File: config.mk
export PLATFORM = sky130hd
export DESIGN_NAME = capture_sequencer
export DESIGN_NICKNAME = d
export VERILOG_FILES = /design/src/rtl/capture_seq_pkg.sv /design/src/rtl/capture_sequencer_rise_detect.sv /design/src/rtl/capture_sequencer.sv
export SDC_FILE = /design/constraint.sdc
export NUM_CORES = 1
export LEC_CHECK = 0
export ABC_AREA = 1
export CORE_ASPECT_RATIO = 0.6
export CORE_MARGIN = 2
export CORE_UTILIZATION = 45
export CTS_BUF_LIST = sky130_fd_sc_hd__clkbuf_8 sky130_fd_sc_hd__clkbuf_16
export CTS_CLUSTER_DIAMETER = 150
export CTS_CLUSTER_SIZE = 16
export DETAILED_ROUTE_END_ITERATION = 10
export HOLD_SLACK_MARGIN = 0.12
export PLACE_DENSITY = 0.91
export SYNTH_ARGS = -nofsm -noshare
export SYNTH_HDL_FRONTEND = slang
export SYNTH_SLANG_ARGS = --single-unit
File: constraint.sdc
create_clock -name clock -period 2.03 [get_ports clock]
set_input_delay 0.406 -clock clock [delete_from_list [all_inputs] [get_ports clock]]
set_output_delay 0.406 -clock clock [all_outputs]
set_load 0.005 [all_outputs]
File: src/rtl/capture_seq_pkg.sv
// Shared types, defaults and sizing helpers for the RF capture sequencer.
package capture_seq_pkg;

  typedef enum logic [2:0] {
    IDLE  = 3'd0,
    FLUSH = 3'd1,
    WAIT  = 3'd2,
    BURST = 3'd3,
    STOP  = 3'd4
  } capture_state_e;

  localparam int unsigned DEF_BURST_WORDS  = 8192;
  localparam int unsigned DEF_FLUSH_CYCLES = 16;
  localparam int unsigned DEF_LEVEL_W      = 14;

  // Width of a down-counter that must hold n-1; never narrower than one bit.
  function automatic int unsigned cnt_width(input int unsigned n);
    return (n <= 2) ? 1 : $clog2(n);
  endfunction

endpackage

File: src/rtl/capture_sequencer_rise_detect.sv
// Rising-edge detector: registers the previous input sample, flags in=1 after in=0.
module rise_detect (
  input  logic clk,
  input  logic rst,
  input  logic din,
  output logic rise
);

  logic prev_q, prev_d;

  always_comb prev_d = din;

  always_ff @(posedge clk) begin
    if (rst) prev_q <= 1'b0;
    else     prev_q <= prev_d;
  end

  assign rise = din & ~prev_q;

endmodule

File: src/rtl/capture_sequencer.sv
// Capture session sequencer: flush, write enable, FX3 burst pacing, sticky overflow flag.
// Optional burst statistics counter enabled by defining CAPTURE_SEQ_STATS_EN.
module capture_sequencer
  import capture_seq_pkg::*;
#(
  parameter int unsigned BURST_WORDS  = DEF_BURST_WORDS,
  parameter int unsigned LEVEL_W      = DEF_LEVEL_W,
  parameter int unsigned FLUSH_CYCLES = DEF_FLUSH_CYCLES
) (
  input  logic               clock,
  input  logic               reset,
  input  logic               collectData,
  input  logic               readData,
  input  logic [LEVEL_W-1:0] bufferLevel,
  input  logic               bufferOverflow,
  output logic               fifoFlush,
  output logic               isWriting,
  output logic               dataAvailable,
  output logic               fx3isReading,
  output logic               bufferError,
  output logic [31:0]        burstCount,
  output capture_state_e     dbg_state
);

  localparam int unsigned BCW = cnt_width(BURST_WORDS);
  localparam int unsigned FCW = cnt_width(FLUSH_CYCLES);
  localparam logic [BCW-1:0]     BURST_LAST = BCW'(BURST_WORDS - 1);
  localparam logic [FCW-1:0]     FLUSH_LAST = FCW'(FLUSH_CYCLES - 1);
  localparam logic [LEVEL_W:0]   BURST_LVL  = (LEVEL_W + 1)'(BURST_WORDS);

  capture_state_e state_q, state_d;
  logic [BCW-1:0] burst_cnt_q, burst_cnt_d;
  logic [FCW-1:0] flush_cnt_q, flush_cnt_d;
  logic fifo_flush_q, fifo_flush_d;
  logic is_writing_q, is_writing_d;
  logic data_avail_q, data_avail_d;
  logic reading_q, reading_d;
  logic buf_err_q, buf_err_d;
  logic read_rise;
  logic req;
  logic session_start;

  rise_detect u_read_rise (
    .clk  (clock),
    .rst  (reset),
    .din  (readData),
    .rise (read_rise)
  );

  // Only an edge seen while a full burst is already being offered counts.
  assign req = read_rise & data_avail_q;

  always_comb begin
    state_d     = state_q;
    burst_cnt_d = burst_cnt_q;
    flush_cnt_d = flush_cnt_q;
    case (state_q)
      IDLE: begin
        if (collectData) begin
          state_d     = FLUSH;
          flush_cnt_d = FLUSH_LAST;
        end
      end
      FLUSH: begin
        if (!collectData)            state_d = IDLE;
        else if (flush_cnt_q == '0)  state_d = WAIT;
        else                         flush_cnt_d = flush_cnt_q - 1'b1;
      end
      WAIT: begin
        if (req) begin
          state_d     = collectData ? BURST : STOP;
          burst_cnt_d = BURST_LAST;
        end else if (!collectData) begin
          state_d = IDLE;
        end
      end
      BURST, STOP: begin
        // A burst always runs to completion; collectData only picks the exit.
        if (burst_cnt_q == '0) begin
          state_d = (state_q == BURST && collectData) ? WAIT : IDLE;
        end else begin
          burst_cnt_d = burst_cnt_q - 1'b1;
          if (state_q == BURST && !collectData) state_d = STOP;
        end
      end
      default: state_d = IDLE;
    endcase
  end

  assign session_start = (state_q == IDLE) && (state_d == FLUSH);

  always_comb begin
    buf_err_d = buf_err_q;
    if (session_start)                          buf_err_d = 1'b0;
    else if (bufferOverflow && state_q != FLUSH) buf_err_d = 1'b1;

    fifo_flush_d = (state_d == FLUSH);
    is_writing_d = (state_d == WAIT) || (state_d == BURST);
    reading_d    = (state_d == BURST) || (state_d == STOP);
    data_avail_d = (state_d == WAIT) && ({1'b0, bufferLevel} >= BURST_LVL);
  end

  always_ff @(posedge clock) begin
    if (reset) begin
      state_q      <= IDLE;
      burst_cnt_q  <= '0;
      flush_cnt_q  <= '0;
      fifo_flush_q <= 1'b0;
      is_writing_q <= 1'b0;
      data_avail_q <= 1'b0;
      reading_q    <= 1'b0;
      buf_err_q    <= 1'b0;
    end else begin
      state_q      <= state_d;
      burst_cnt_q  <= burst_cnt_d;
      flush_cnt_q  <= flush_cnt_d;
      fifo_flush_q <= fifo_flush_d;
      is_writing_q <= is_writing_d;
      data_avail_q <= data_avail_d;
      reading_q    <= reading_d;
      buf_err_q    <= buf_err_d;
    end
  end

`ifdef CAPTURE_SEQ_STATS_EN
  logic [31:0] burst_count_q, burst_count_d;

  always_comb begin
    burst_count_d = burst_count_q;
    if (session_start)
      burst_count_d = '0;
    else if ((state_q == BURST || state_q == STOP) && burst_cnt_q == '0)
      burst_count_d = burst_count_q + 32'd1;
  end

  always_ff @(posedge clock) begin
    if (reset) burst_count_q <= '0;
    else       burst_count_q <= burst_count_d;
  end

  assign burstCount = burst_count_q;
`else
  assign burstCount = 32'd0;
`endif

  assign fifoFlush     = fifo_flush_q;
  assign isWriting     = is_writing_q;
  assign dataAvailable = data_avail_q;
  assign fx3isReading  = reading_q;
  assign bufferError   = buf_err_q;
  assign dbg_state     = state_q;

endmodule

# Word-level counts from Yosys, hierarchy flattened
# Cells that the tools add are included.
# Widths: inputs -> output; s select.
[op_classes] add_sub_neg=2 magnitude_cmp=1 eq_ne=14 n_mux=17 bitwise_logic=3 reduce_logical=17
[ops] operator="$mux 13" n=2
[ops] operator="$pmux 13 s2" n=1
[ops] operator="$mux 3" n=8
[ops] operator="$ge 14x14->1 const B" n=1
[ops] operator="$logic_not 13->1" n=1
[ops] operator="$sub 13x1->13 const B" n=1
[ops] operator="$eq 3x2->1 const B" n=4
[ops] operator="$mux 4" n=3
[ops] operator="$pmux 3 s4" n=1
[ops] operator="$ne 2x2->1 const B" n=5
[ops] operator="$pmux 4 s2" n=1
[ops] operator="$eq 3x1->1 const B" n=2
[ops] operator="$eq 3x3->1 const B" n=2
[ops] operator="$logic_and 1x1->1" n=5
[ops] operator="$logic_not 4->1" n=1
[ops] operator="$reduce_and 4->1" n=1
[ops] operator="$reduce_bool 2->1" n=2
[ops] operator="$reduce_or 2->1" n=2
[ops] operator="$sub 4x1->4 const B" n=1
[ops] operator="$logic_not 3->1" n=1
[ops] operator="$ne 3x1->1 const B" n=1
[ops] operator="$reduce_and 3->1" n=1
[ops] operator="$and 1x1->1" n=2
[ops] operator="$logic_or 1x1->1" n=2
[ops] operator="other kinds (3)" n=3
[totals] ff_bits=26 in_bits=19 output_inout_bits=40

# Longest topological paths before layout
# Gate-level depths: netlist (run 1).
[depth] ltp_word=8 ltp_mapped=10 depth_no_buf=10

# By module
# From an unflattened synthesis (run 1), not the netlist that was laid out.
[hier_totals] hier_cells=249 area_unflattened_um2=1734.2
[by_module_without_submodules] mod="capture_sequencer" instances=1 cells_each=245 area_each_um2=1702.9 seq_area_each_um2=500.5
[by_module_without_submodules] mod="rise_detect" instances=1 cells_each=4 area_each_um2=31.3 seq_area_each_um2=20.0

# Least setup slack after synthesis (run 1)
# No wires, ideal clock.
[synth_path] kind="flip-flop to flip-flop" startpoint="reg burst_cnt_q[0]" endpoint="reg burst_cnt_q[0]" arrival_time_ns=1.348 t_required_ns=1.914 setup_slack_ns=0.567 stages_incl_launch_ff=11 cell_sequence="dfxtp_1 -> inv_1 -> ha_1 -> nand2_2 -> nor2_4 -> nand2_2 -> nand2_4 -> nand2_2 -> buf_6 -> nor2_1 -> nor2_1"
[synth_between] elab_chain_len=3 word_cells_on_any_way=6
[synth_rtl] element="start: declaration" line_no="capture_sequencer.sv:32" source="logic [BCW-1:0] burst_cnt_q, burst_cnt_d;"
[synth_rtl] element="start signal: assignment" line_no="capture_sequencer.sv:115" source="burst_cnt_q <= burst_cnt_d;"
[synth_rtl] element="$sub 13x1->13 or $logic_not 13->1 (tied branches)" line_no="capture_sequencer.sv:82, capture_sequencer.sv:79"
[synth_rtl] element="$mux 13 or $ne 2x2->1 (tied branches)"
[synth_rtl] element="$pmux 13 s2 or $reduce_and 3->1 (tied branches)"
# Parallel ways exist; a longest one is shown, timed or not. The select of a mux whose other input is x is not followed.
# A chain may end at the register's enable or synchronous reset.

# Final worst setup path (run 1)
[layout_path] startpoint="reg burst_cnt_q[0]" endpoint="reg burst_cnt_q[9]"
# Same word-level chain as after synthesis.

==> results of run 1 <==
==> worst min-delay path, stage by stage, from the launching register on <==
cell,delay [ns]
dfxtp_1,0.34
nand2_1,0.07
a21oi_1,0.06
==> final cells by class <==
class	count	area (µm²)	area share, %
inverter	26	97.59	5.409
clock buffer	3	41.29	2.288
tap	47	58.81	3.259
sequential	26	520.5	28.85
multi-input combinational	193	890.9	49.38
clock inverter	1	30.03	1.664
timing repair buffer	16	165.2	9.154
==> logic make-up after synthesis <==
family                   synth area share [%]
flip-flops                              31.11
AO/OA/AOI/OAI                           10.25
AND/OR/NAND/NOR                         33.28
buffers and inverters                   22.59
adder cells (fa/ha/maj)                 1.496
XOR/XNOR                                1.047
other                                  0.2242
==> final timing paths <==
check / start / to / depth (start not counted)
min reg2reg: flush_cnt_q[0] / flush_cnt_q[0] / 2
max reg2reg: burst_cnt_q[0] / burst_cnt_q[9] / 9
max: burst_cnt_q[0] / burst_cnt_q[9] / 9
min: flush_cnt_q[0] / flush_cnt_q[0] / 2
==> layout by cell type (no fill, tap or decap) <==
master / n
a31oi_1: 2
conb_1: 32
clkbuf_8: 3
nand3_1: 32
xor2_1: 2
nand4_1: 5
inv_1: 24
nand2_4: 1
o21ai_1: 1
ha_1: 2
o21ai_2: 1
nand2_1: 47
inv_2: 2
or2_2: 3
buf_12: 1
buf_4: 2
nor3_1: 3
nand2_2: 4
a21oi_1: 21
nor2_2: 1
nor2_4: 1
dfxtp_1: 26
clkdlybuf4s50_1: 13
o21ai_0: 8
bufinv_16: 1
nor2_1: 27
==> per-stage QoR <==
step	total power, mW	util, %
finish	1.075	49.90
global route	1.126	49.90
CTS	1.082	49.90
detailed placement	0.6531	47.92
global placement	0.6495	47.92
floorplan	0.6568	-
==> sequential cells by signal, summed over array words and instances (netlist names) <==
name                cells
burst_cnt_q            13
flush_cnt_q             4
dbg_state               3
bufferError             1
dataAvailable           1
fifoFlush               1
fx3isReading            1
isWriting               1
u_read_rise.prev_q      1
==> where the power goes <==
| part | internal (mW) | switching (mW) |
|---|---|---|
| Combinational | 0.0433 | 0.0670 |
| Clock | 0.264 | 0.167 |
| Sequential | 0.523 | 0.0101 |
| Total | 0.831 | 0.244 |
==> metal layers <==
metal  global-route usage [%]  vias up  share of wire, %
li1                         -      774                 -
met1                    24.35      687                46
met2                    26.08       80                43
met3                    5.654        7               9.8
met4                    4.645        0               1.2
met5                        0        -                 0
==> results.py, run 1 <==
metrics = {
    "finish": {
        "finish.net_count": 287,
        "stdcell_count": 312,
        "antenna_cells": 0,
        "drive_gt1_share_pct": 7.547,
        "design_area_um2": 1804,
        "area_delta_synth_final_pct": 7.853,
        "fillers": 352,
    },
    "synthesis": {
        "synth_area_leaders": "dfxtp_1 31%, buf_4 14%, nand2_1 11%, nand3_1 9.6%, a21oi_1 6.3%",
        "yosysTopAreaCell": "dfxtp_1",
        "yosysUniqueCellTypes": 25,
        "synth_edf_count": 0,
        "syn_area_um2": 1673,
        "avgSynthCellArea_um2": 6.638,
        "synthTopCellsByCount": "47 x nand2_1, 32 x buf_4, 32 x nand3_1, 27 x nor2_1, 26 x dfxtp_1",
        "ys.warnings.count": 0,
        "synthFlopType": "dfxtp_1",
        "synthArstFlopShare_pct": 0,
        "synth_cells": 252,
        "synth.most_common_cell": "nand2_1",
        "synth_seq_cells": 26,
        "synth_seq_area_share_pct": 31.11,
        "netlist.area_leader.share_pct": 31.11,
    },
    "worst_setup_path": {
        "start_kind": "flip-flop",
        "path_buf_inv": 1,
        "max_stage_delay_ns": 0.33,
        "cp_cell_sequence": "inv_1 > ha_1 > nand2_2 > nor2_4 > nand2_2 > nand2_4 > nand2_2 > nand2_1 > a21oi_1",
        "cp.required_ns": 2.19,
        "setup.worst_path.class": "flip-flop to flip-flop",
        "endpoint_kind": "flip-flop",
        "cp.arrival_ns": 2.00,
        "cp_slowest_cell": "dfxtp_1",
        "cp_top_family": "simple AND/OR/NAND/NOR gates",
        "path_max_fanout": 15,
        "cpMostUsedCell": "nand2_2",
        "r2r_setup_slack_ns": 0.19,
    },
    "global_route": {
        "grt_pass1_wl_mm": 5.671,
        "track_usage_pct": 17.52,
        "grt_max_degree": 17,
        "grt_pass1_vias": 1317,
        "antenna_found_initial": 0,
        "grt_overflow": 0,
    },
    "clock_tree": {
        "cts_buffer_depth": 2,
        "hold_buffers": 0,
        "postCtsSetupRepairBufs": 0,
        "h-tree-depth": 1,
        "numCtsBuffers": 3,
        "cts.sinks": 26,
        "ctsResizeCount": 0,
        "cts_root_buffer": "clkbuf_8",
        "insertion_delay_ns": 0.28,
        "path_clk_slew_ns": 0.09,
        "cts_tree": "yes",
    },
    "die": {
        "ios": 59,
        "core-area_um2": 3616,
        "initial_utilization_pct": 46.26,
        "rows": 17,
        "dieArea_um2": 4237,
        "die_h_um": 51.23,
        "die_x_um": 82.72,
    },
    "sta": {
        "setup_tns_ns": 0,
        "worst_clock_skew_ns": 0.006833,
        "finalMaxSlewViolations": 0,
        "max_freq_ghz": 0.5427,
        "finalCritPeriodShare_pct": 90.77,
        "hold_ws_ns": 0.5061,
        "final.min_clock_period_ns": 1.843,
        "final_hold_viol_count": 0,
        "worst_slack_ns": 0.1873,
        "rsz0062_at_grt": "false",
        "setup_viol": 0,
    },
    "detailed_routing": {
        "drc_errors": 0,
        "num_vias": 1548,
        "viasPerCell": 4.962,
        "wirelength_mm": 3.464,
        "ant_nets": 0,
        "dr.pass1.iters": 4,
        "wl_per_cell_um": 11.10,
        "drt-initial-drc-count": 115,
    },
    "place": {
        "place_ws_ns": 0.2024,
        "dp_hpwl_mm": 2.554,
        "placed_cell_area_um2": 1733,
        "numPortBuffers": 13,
        "place_inst": 308,
        "gp_congestion": 0.8945,
    },
    "power_and_ir_drop": {
        "ir_worst_vdd_mv": 0.2951,
        "leakage_nw": 0.8483,
        "powerDensity_nw_per_um2": 595.8,
    },
    "worst_hold_path": {
        "hold_class": "flip-flop to flip-flop",
    },
    "status": {
        "status": "complete, no violations",
    },
    "job": {
        "maxCapViolCount": 0,
    },
}
No activity file was read; power rests on OpenSTA's default activity.
==> run 2: changes to the inputs <==
Settings changed: HOLD_SLACK_MARGIN 0.12 to 0.05.
==> results of run 2 <==
Same layout as run 1: the final DEF is identical, and so are final timing and power.
